==> config.mk <==
export PLATFORM = sky130hd
export DESIGN_NAME = clk_divider
export DESIGN_NICKNAME = d
export VERILOG_FILES = /design/src/rtl/clk_divider.sv
export SDC_FILE = /design/constraint.sdc
export NUM_CORES = 1
export LEC_CHECK = 0
export BUFFER_PORTS_ARGS = -buffer_cell sky130_fd_sc_hd__buf_2
export CORE_MARGIN = 4
export CORE_UTILIZATION = 55
export CTS_CLUSTER_DIAMETER = 40
export CTS_CLUSTER_SIZE = 28
export DETAILED_ROUTE_END_ITERATION = 10
export PLACE_DENSITY_LB_ADDON = 0.3
export REMOVE_ABC_BUFFERS = 1
export SLEW_MARGIN = 5
export SYNTH_ARGS = -nofsm -noshare
export SYNTH_HDL_FRONTEND = slang
export SYNTH_SLANG_ARGS = --single-unit
==> constraint.sdc <==
create_clock -name clk -period 4.9 [get_ports clk]
set_input_delay 1.225 -clock clk [delete_from_list [all_inputs] [get_ports clk]]
set_output_delay 1.225 -clock clk [all_outputs]
set_load 0.02 [all_outputs]
==> src/rtl/clk_divider.sv <==
// clk_divider: free-running divider producing single-cycle clock-enable strobes
// for the display serializer, time-set rate and 1 Hz timekeeping.
module clk_divider_stage #(
    parameter int unsigned DIV = 2
) (
    input  logic clk,
    input  logic rst_n,
    output logic strobe_o
);
    localparam int unsigned W = (DIV > 2) ? $clog2(DIV) : 1;
    localparam logic [W-1:0] LAST = W'(DIV - 1);

    logic [W-1:0] cnt_q, cnt_d;
    logic         stb_q, stb_d;

    // Wrap and strobe share one edge so the period is exactly DIV cycles.
    always_comb begin
        stb_d = (cnt_q == LAST);
        cnt_d = stb_d ? '0 : cnt_q + 1'b1;
    end

    always_ff @(posedge clk or negedge rst_n) begin
        if (!rst_n) begin
            cnt_q <= '0;
            stb_q <= 1'b0;
        end else begin
            cnt_q <= cnt_d;
            stb_q <= stb_d;
        end
    end

    assign strobe_o = stb_q;
endmodule

module clk_divider #(
    parameter int unsigned CLK_HZ  = 12500,
    parameter int unsigned SR_DIV  = 5,
    parameter int unsigned SET_DIV = 2500
) (
    input  logic clk,
    input  logic rst_n,
    output logic clk_sr,
    output logic clk_set,
    output logic clk_1hz
);
    clk_divider_stage #(.DIV(SR_DIV))  u_sr  (.clk(clk), .rst_n(rst_n), .strobe_o(clk_sr));
    clk_divider_stage #(.DIV(SET_DIV)) u_set (.clk(clk), .rst_n(rst_n), .strobe_o(clk_set));
    clk_divider_stage #(.DIV(CLK_HZ))  u_sec (.clk(clk), .rst_n(rst_n), .strobe_o(clk_1hz));
endmodule

==> results of run 1 <==
cells in the final DEF, fill, tap and decap left out:
master       n
o31ai_1      1
clkbuf_4     5
xnor2_1      9
or4b_4       1
and3_1       2
or3_1        4
o21ai_0      6
nand3_1     12
or4b_1       1
nor3_1       3
nand2b_1     3
nor2_1       8
nand4_1      3
or3b_2       2
a21oi_1      4
and4_1       3
o31a_1       1
dfrtp_1     32
nor4_4       1
xor2_1       5
clkinvlp_4   2
inv_1        4
o41ai_1      2
nor3_4       1
ha_1         5
clkinv_4     1
mux2i_1      4
and2_1       1
nor2b_1      2
or4bb_1      1
buf_2        4
nand2_1      6
nand4b_1     1
nor4_1       1
per-layer routing:
layer	GRT usage [%]	up-vias	routed length, um
li1	-	491	-
met1	20.4	487	1130
met2	23.0	9	1020
met3	5.18	5	73
met4	8.54	0	42
met5	0	-	0
layout make-up:
class | count | area [um^2]
fillers | 221 | 926
flip-flops and latches | 32 | 801
multi-input cells | 93 | 662
clock buffers | 5 | 37.5
well taps | 30 | 37.5
clock inverters | 3 | 23.8
repair buffers | 4 | 20.0
inverters | 4 | 15.0
logic make-up (layout without fill, tap and decap cells):
logic type                 count (synthesis)  after routing  synth area share [%]
muxes                                      4              4                  2.71
buffers and inverters                      4             16                  1.02
DFF                                       32             32                  54.2
AOI/OAI and AO/OA                         14             14                  5.67
adders and majority gates                  5              5                  4.23
xor gates and xnor gates                  14             14                  8.30
and+or+nand+nor                           56             56                  23.9
sequential cells by signal, indices dropped and copies added (netlist names):
name	flops
u_sec.strobe_o	1
u_sr.strobe_o	1
u_sec.cnt_q	14
u_sr.cnt_q	3
u_set.strobe_o	1
u_set.cnt_q	12
power breakdown:
part	leakage [nW]	internal, mW	switching [mW]	total, mW
clock	0.0274	0.0564	0.0948	0.151
combinational	0.247	0.000286	0.00469	0.00498
sequential	0.414	0.264	0	0.264
total	0.689	0.321	0.0995	0.420
worst paths after layout:
path,from,to,slack [ns],cells after the start
worst max register to register,u_sec.cnt_q[0],u_sec.cnt_q[2],3.04,4
max in group asynchronous,rst_n,u_sec.cnt_q[5],3.55,1
worst max-delay path,u_sec.strobe_o,clk_1hz,2.81,1
worst min-delay path,u_sr.cnt_q[0],u_sr.cnt_q[0],0.46,1
min in group asynchronous,rst_n,u_set.cnt_q[10],0.91,1
worst min register to register,u_sr.cnt_q[0],u_sr.cnt_q[0],0.46,1
metrics by stage:
step / power (mW) / hold slack [ns] / area, um^2 / utilization [%] / std cells
6_report: 0.420 / 0.464 / 1600 / 63.3 / 171
5_1_grt: 0.443 / 0.486 / 1600 / 63.3 / 171
4_1_cts: 0.428 / 0.470 / 1600 / 63.3 / 171
3_5_place_dp: 0.275 / 0.455 / 1540 / 60.9 / 163
3_3_place_gp: 0.274 / 0.445 / 1540 / 60.9 / 163
2_1_floorplan: 0.269 / 0.429 / 1480 / - / 129
==> metrics, run 1 <==
status=completed; cts hold-fix bufs=0; Hold WC Path Type=reg -> reg; maximum clock path buffer count=2; gpl congestion=0.849; # clock sinks=32; Worst Path Required=3.67 ns; register area share after synthesis=54.2%; CP startpoint kind=flop; Final Max Slew Viols=0; number of register bits inferred by synthesis=32; Starting Density=58.6%; # setup viols final=0; largest area contributor in the netlist=dfrtp_1; Post-Syn Area=1480 um^2; total die area=3580 um^2; Leak=0.689 nW; Critical Path Max Stage Delay=0.38 ns; layout cells sized above 1=12.1%; Yosys cell types=30; Post-Route Skew=0.00512 ns; GRT Util Overall=15.7%; post-synthesis instance total=129; Nets=147; detailed placement HPWL=1590 um; vias post-DR=992; crit path setup slack, layout=2.81 ns; Avg Inst Size Synth=11.5 um^2; I/O pin cnt=5; async set-reset flop share out of synthesis=100%; Bufs and invs on worst path=1; Remaining DRCs=0; CP Cell Sequence=buf_2; PortBufs=4; hold violation total from the final report=0; maximum vdd drop=0.260 mV; pwr/cell area=263 nW/um^2; max_slew headroom=54.8%; fmax=478 MHz; number of synthesized flops with an enable pin=0; number of buffers created by CTS=5; post-CTS sizing=0; fin crit period=2.09 ns; master of the slowest instance on the critical path=dfrtp_1; Setup Buffers After CTS=0; crit path kind=reg -> out; CTS clk-pin slew, worst paths=0.10 ns; crit share post-route=42.7%; worst-path fanout max=1; DRT Pass-1 Iters=4; synth warn=0; routed len/inst=13.2 um; vias in the first global route=968; CTS tree=done; most numerous cell in the Yosys netlist=dfrtp_1; Largest delay share family, worst path=flip-flops; CP arrival=0.87 ns; Tightest Pin Transition=0.678 ns; Max Cap Viol=0; Final Routed Wirelength=2260 um; Post-DRT Antenna Nets=0; number of diodes=0; top cells by area, synth=dfrtp_1, xnor2_1, ha_1; largest net degree at the start of global routing=33; CTS root buffer=clkbuf_4; prevailing post-synth register cell=dfrtp_1; RSZ-0062 raised after global routing=false; core footprint=2520 um^2; 1st-iter DRT viols=25; DR vias/cell=5.80; synthesis-to-layout area growth=8.04%; total gr overflow=0; Site Rows=18; top post-synthesis cells by count=dfrtp_1, nand3_1, xnor2_1; Place WS=3.06 ns; H-tree depth=2; clock latency on the worst-skew pair=0.33 ns; Worst Setup End Kind=output port; share of the synthesized area in the top cell type=54.2%; initial antenna violation count=0; Die Span Y=59.8 um; die extent in x=59.8 um; first-pass GRT wire length=4110 um; Setup TNS=0 ns
(Power assumes the default switching activity.)
==> run 2, diff against run 1 <==
clock period = 2.1 ns   (was 4.9 ns; I/O delays follow)
==> run 2 against run 1 <==
Compared with the run above: clock power grew to 3.0 times the previous value; clock-buffer cell count is 1 higher; non-clock buffer count stayed put; power grew to 2.6 times the previous value; cell count stayed put; flip-flop and latch count stayed put; combinational power is 130% higher; critical endpoint is now u_sec.cnt_q[2]; highest routed layer unchanged.
==> metrics, run 2 (same netlist as run 1, synthesis figures left out) <==
status=completed (unchanged); core footprint=2520 um^2 (unchanged); Setup TNS=0 ns (unchanged); gpl congestion=0.804 (was 0.849); post-CTS sizing=0 (unchanged); worst-path fanout max=7 (was 1); vias in the first global route=1004 (was 968); CTS root buffer=clkbuf_4 (unchanged); synthesis-to-layout area growth=9.06% (was 8.04%); fmax=531 MHz; Final Max Slew Viols=0 (unchanged); H-tree depth=2 (unchanged); total die area=3580 um^2 (unchanged); CP arrival=2.07 ns (was 0.87 ns); Regs by FF count=u_sec.cnt_q: 14 flops, u_set.cnt_q: 12 flops, u_sr.cnt_q: 3 flops (unchanged); crit path kind=reg -> reg (was reg -> out); master of the slowest instance on the critical path=or4b_4 (was dfrtp_1); pwr/cell area=666 nW/um^2 (was 263 nW/um^2); Post-Route Skew=0.00743 ns (was 0.00512 ns); CP startpoint kind=flop (unchanged); DRT Pass-1 Iters=4 (unchanged); Critical Path Max Stage Delay=0.50 ns (was 0.38 ns); Nets=147 (unchanged); Hold WC Path Type=in -> async (was reg -> reg); hold violation total from the final report=0 (unchanged); Reg with most FFs=u_sec.cnt_q (unchanged); # setup viols final=0 (unchanged); Max Cap Viol=0 (unchanged); most common cell after layout, fill and taps aside=dfrtp_1 (unchanged); Worst Path Required=2.29 ns (was 3.67 ns); crit share post-route=89.6%; Setup Buffers After CTS=0 (unchanged); number of buffers created by CTS=5 (unchanged); Worst Setup End Kind=flop (was output port); detailed placement HPWL=1700 um (was 1590 um); maximum vdd drop=0.474 mV (was 0.260 mV); RSZ-0062 raised after global routing=false (unchanged); Remaining DRCs=0 (unchanged); DR vias/cell=5.73 (was 5.80); Die Span Y=59.8 um (unchanged); clock latency on the worst-skew pair=0.32 ns (was 0.33 ns); initial antenna violation count=0 (unchanged); Tightest Pin Transition=0.681 ns (was 0.678 ns); CP Cell Sequence=ha_1 > or4b_4 > nor4_4 > nor2_1 (was buf_2); largest net degree at the start of global routing=33 (unchanged); CTS tree=done (unchanged); 1st-iter DRT viols=26 (was 25); die extent in x=59.8 um (unchanged); max_slew headroom=54.6% (was 54.8%); fin crit period=1.88 ns; vias post-DR=979 (was 992); cts hold-fix bufs=0 (unchanged); total gr overflow=0 (unchanged); most frequent cells in the layout=dfrtp_1, nand3_1, xnor2_1, nor2_1 (unchanged); Leak=0.704 nW (was 0.689 nW); Final Routed Wirelength=2390 um (was 2260 um); GRT Util Overall=17.2% (was 15.7%); Site Rows=18 (unchanged); # clock sinks=32 (unchanged); flop-to-flop setup slack=0.22 ns (was 3.04 ns); Post-Route Utilization=63.9% (was 63.3%); Largest register FFs=14 (unchanged); first-pass GRT wire length=4490 um (was 4110 um); Post-DRT Antenna Nets=0 (unchanged); I/O pin cnt=5 (unchanged); PortBufs=4 (unchanged); routed len/inst=14.0 um (was 13.2 um); CTS clk-pin slew, worst paths=0.10 ns (about the same); maximum clock path buffer count=2 (unchanged); Starting Density=58.6% (unchanged); layout cells sized above 1=11.3% (was 12.1%); number of diodes=0 (unchanged)
[run 2: cell types whose count changed in the layout (fill, tap and decap cells not counted)]
| cell | before | now |
|---|---|---|
| clkbuf_1 | 0 | 1 |
| clkinv_4 | 1 | 0 |
| clkinvlp_4 | 2 | 0 |
| bufinv_16 | 0 | 1 |
| clkinv_2 | 0 | 1 |
[run 2: worst max-delay path: cells and delay by family, from the launching register on]
kind / cells / cell delay, ns
AND/OR/NAND/NOR: 3 / 1.06
flip-flops: 1 / 0.46
adder cells (fa/ha/maj): 1 / 0.23
[run 2: final cells by class]
type                    instances  area, um^2
flip-flops and latches         32         801
clock buffers                   6        41.3
repair buffers                  4        20.0
inverters                       4        15.0
clock inverters                 2        35.0
fillers                       188         911
well taps                      30        37.5
multi-input cells              93         662
[run 2: through the flow]
step / hold slack [ns] / std cells / total power, mW / setup WS, ns / instance area [um^2]
floorplan: 0.229 / 129 / 0.628 / 0.433 / 1480
global placement: 0.445 / 163 / 0.640 / 0.316 / 1540
detailed placement: 0.458 / 163 / 0.641 / 0.221 / 1540
CTS: 0.251 / 171 / 1.09 / 0.206 / 1610
global route: 0.263 / 171 / 1.13 / 0.0912 / 1610
finish: 0.230 / 171 / 1.07 / 0.218 / 1610
[run 2: worst paths after layout]
path,end,cells after the start,start
worst max-delay path,u_sec.cnt_q[2],4,u_sec.cnt_q[0]
worst min register to register,u_sr.cnt_q[0],1,u_sr.cnt_q[0]
worst max register to register,u_sec.cnt_q[2],4,u_sec.cnt_q[0]
worst min-delay path,u_set.cnt_q[10],1,rst_n
max in group asynchronous,u_sec.cnt_q[7],1,rst_n
min in group clk,u_sr.cnt_q[0],1,u_sr.cnt_q[0]
[run 2: routing by layer]
metal  global-route usage [%]  wire (um)  vias to the layer above
met5                        0          0                        -
met4                     6.65         48                        0
met3                     6.70         92                        4
met2                     26.2       1120                       16
met1                     22.0       1140                      471
li1                         -          -                      488
[run 2: power by group]
group          internal [mW]  switching, mW
Clock                  0.250          0.197
Combinational       0.000668         0.0110
Sequential             0.616              0
Total                  0.866          0.208
==> run 3, diff against run 2 <==
SETUP_SLACK_MARGIN = 0.4   (was default)
==> run 3 against run 2 <==
Compared with the run above: cell count is 3.5% higher; register-to-register slack gained 0.24 ns; power up 0.24%; critical path depth is the same; flip-flop and latch count did not move; first-iteration DRC count grew 140%; global-route usage grew 1.0 points; combinational power about the same; fmax grew 14%; non-clock buffer count up 6; design area increased by 5.2%; largest cell class unchanged.
==> metrics, run 3 (same netlist as run 1, synthesis figures left out) <==
status=completed (unchanged); routed len/inst=14.7 um (was 14.0 um); vias in the first global route=1039 (was 1004); core footprint=2520 um^2 (unchanged); Post-Route Utilization=67.2% (was 63.9%); cts hold-fix bufs=0 (unchanged); Final Max Slew Viols=0 (unchanged); Worst Setup End Kind=flop (unchanged); clock latency on the worst-skew pair=0.32 ns (about the same); GRT Util Overall=18.2% (was 17.2%); Post-Route Skew=0.00769 ns (was 0.00743 ns); Max Cap Viol=0 (unchanged); Regs by FF count=u_sec.cnt_q: 14 flops, u_set.cnt_q: 12 flops, u_sr.cnt_q: 3 flops (unchanged); Largest register FFs=14 (unchanged); total gr overflow=0 (unchanged); detailed placement HPWL=1700 um (unchanged); H-tree depth=2 (unchanged); number of diodes=0 (unchanged); die extent in x=59.8 um (unchanged); Leak=0.735 nW (was 0.704 nW); # setup viols final=0 (unchanged); CP arrival=1.85 ns (was 2.07 ns); first-pass GRT wire length=4770 um (was 4490 um); Total Power=1.08 mW (was 1.07 mW); worst-path fanout max=3 (was 7); most frequent cells in the layout=dfrtp_1, nand3_1, xnor2_1, nor2_1 (unchanged); crit share post-route=78.3% (was 89.6%); 1st-iter DRT viols=62 (was 26); Tightest Pin Transition=0.684 ns (was 0.681 ns); PortBufs=4 (unchanged); Worst Path Required=2.30 ns (was 2.29 ns); CTS clk-pin slew, worst paths=0.10 ns (about the same); maximum vdd drop=0.475 mV (was 0.474 mV); I/O pin cnt=5 (unchanged); CTS root buffer=clkbuf_4 (unchanged); fmax=608 MHz (was 531 MHz); layout cells sized above 1=19.0% (was 11.3%); DRT Pass-1 Iters=5 (was 4); CP startpoint kind=flop (unchanged); fin crit period=1.64 ns (was 1.88 ns); initial antenna violation count=0 (unchanged); synthesis-to-layout area growth=14.7% (was 9.06%); Starting Density=58.6% (unchanged); Post-DRT Antenna Nets=0 (unchanged); maximum clock path buffer count=2 (unchanged); total die area=3580 um^2 (unchanged); Site Rows=18 (unchanged); number of buffers created by CTS=5 (unchanged); CTS tree=done (unchanged); largest net degree at the start of global routing=33 (unchanged); Hold WC Path Type=in -> async (unchanged); crit path kind=reg -> reg (unchanged); Reg with most FFs=u_sec.cnt_q (unchanged); vias post-DR=1022 (was 979); DR vias/cell=5.77 (was 5.73); # clock sinks=32 (unchanged); most common cell after layout, fill and taps aside=dfrtp_1 (unchanged); Nets=153 (was 147); Final Routed Wirelength=2610 um (was 2390 um); pwr/cell area=635 nW/um^2 (was 666 nW/um^2); max_slew headroom=54.4% (was 54.6%); Remaining DRCs=0 (unchanged); gpl congestion=0.804 (unchanged); Die Span Y=59.8 um (unchanged); Setup TNS=0 ns (unchanged); hold violation total from the final report=0 (unchanged); RSZ-0062 raised after global routing=false (unchanged)
[run 3: cell types whose count changed in the layout (fill, tap and decap cells not counted), sizes merged]
cell  previous run  this run
buf              4        10
[run 3: final cells by class]
class                      count  area [um^2]
multi-input combinational     93          694
fill                         178          827
clock inverter                 2         35.0
tap                           30         37.5
timing repair buffer          10         68.8
clock buffer                   6         41.3
inverter                       4         15.0
sequential                    32          803
[run 3: routing by layer]
layer / track usage, % / wire length (um)
met5: 0 / 0
met4: 6.96 / 46
met3: 6.70 / 78
met2: 28.2 / 1250
met1: 23.2 / 1240
[run 3: path summary, 6_finish.rpt]
check	end	slack, ns	start	cells past startpoint
max	u_sec.cnt_q[12]	0.46	u_sec.cnt_q[0]	4
min	u_set.cnt_q[10]	0.23	rst_n	1
max reg2reg	u_sec.cnt_q[12]	0.46	u_sec.cnt_q[0]	4
min reg2reg	u_sr.cnt_q[0]	0.46	u_sr.cnt_q[0]	1
max in group asynchronous	u_sec.cnt_q[0]	1.38	rst_n	1
min in group clk	u_sr.cnt_q[0]	0.46	u_sr.cnt_q[0]	1
[run 3: repair_timing]
action | CTS | global route
endpoints found under the setup margin | 9 | 9
pin swaps | 1 | 3
setup buffers | 3 | 3
gates resized for setup | 3 | 5
hold endpoints to repair | 0 | 0
[run 3: worst max-delay path, cell delays in order (launching register included)]
cell and delay (ns):
dfrtp_2 0.39, ha_2 0.20, or4b_4 0.51, o41ai_2 0.31, mux2i_1 0.13
[run 3: report_power, final]
part,internal [mW],total [mW],leakage [nW],switching [mW]
logic,0.000668,0.0117,0.281,0.0110
registers,0.616,0.616,0.412,0
clock network,0.250,0.449,0.0422,0.199
[run 3: metrics by stage]
step	hold WS (ns)	cell area, um^2	setup slack [ns]	cells
5_1_grt	0.263	1700	0.398	177
4_1_cts	0.250	1650	0.423	174
2_1_floorplan	0.229	1480	0.433	129
3_5_place_dp	0.458	1540	0.221	163
3_3_place_gp	0.445	1540	0.316	163
6_report	0.231	1700	0.455	177
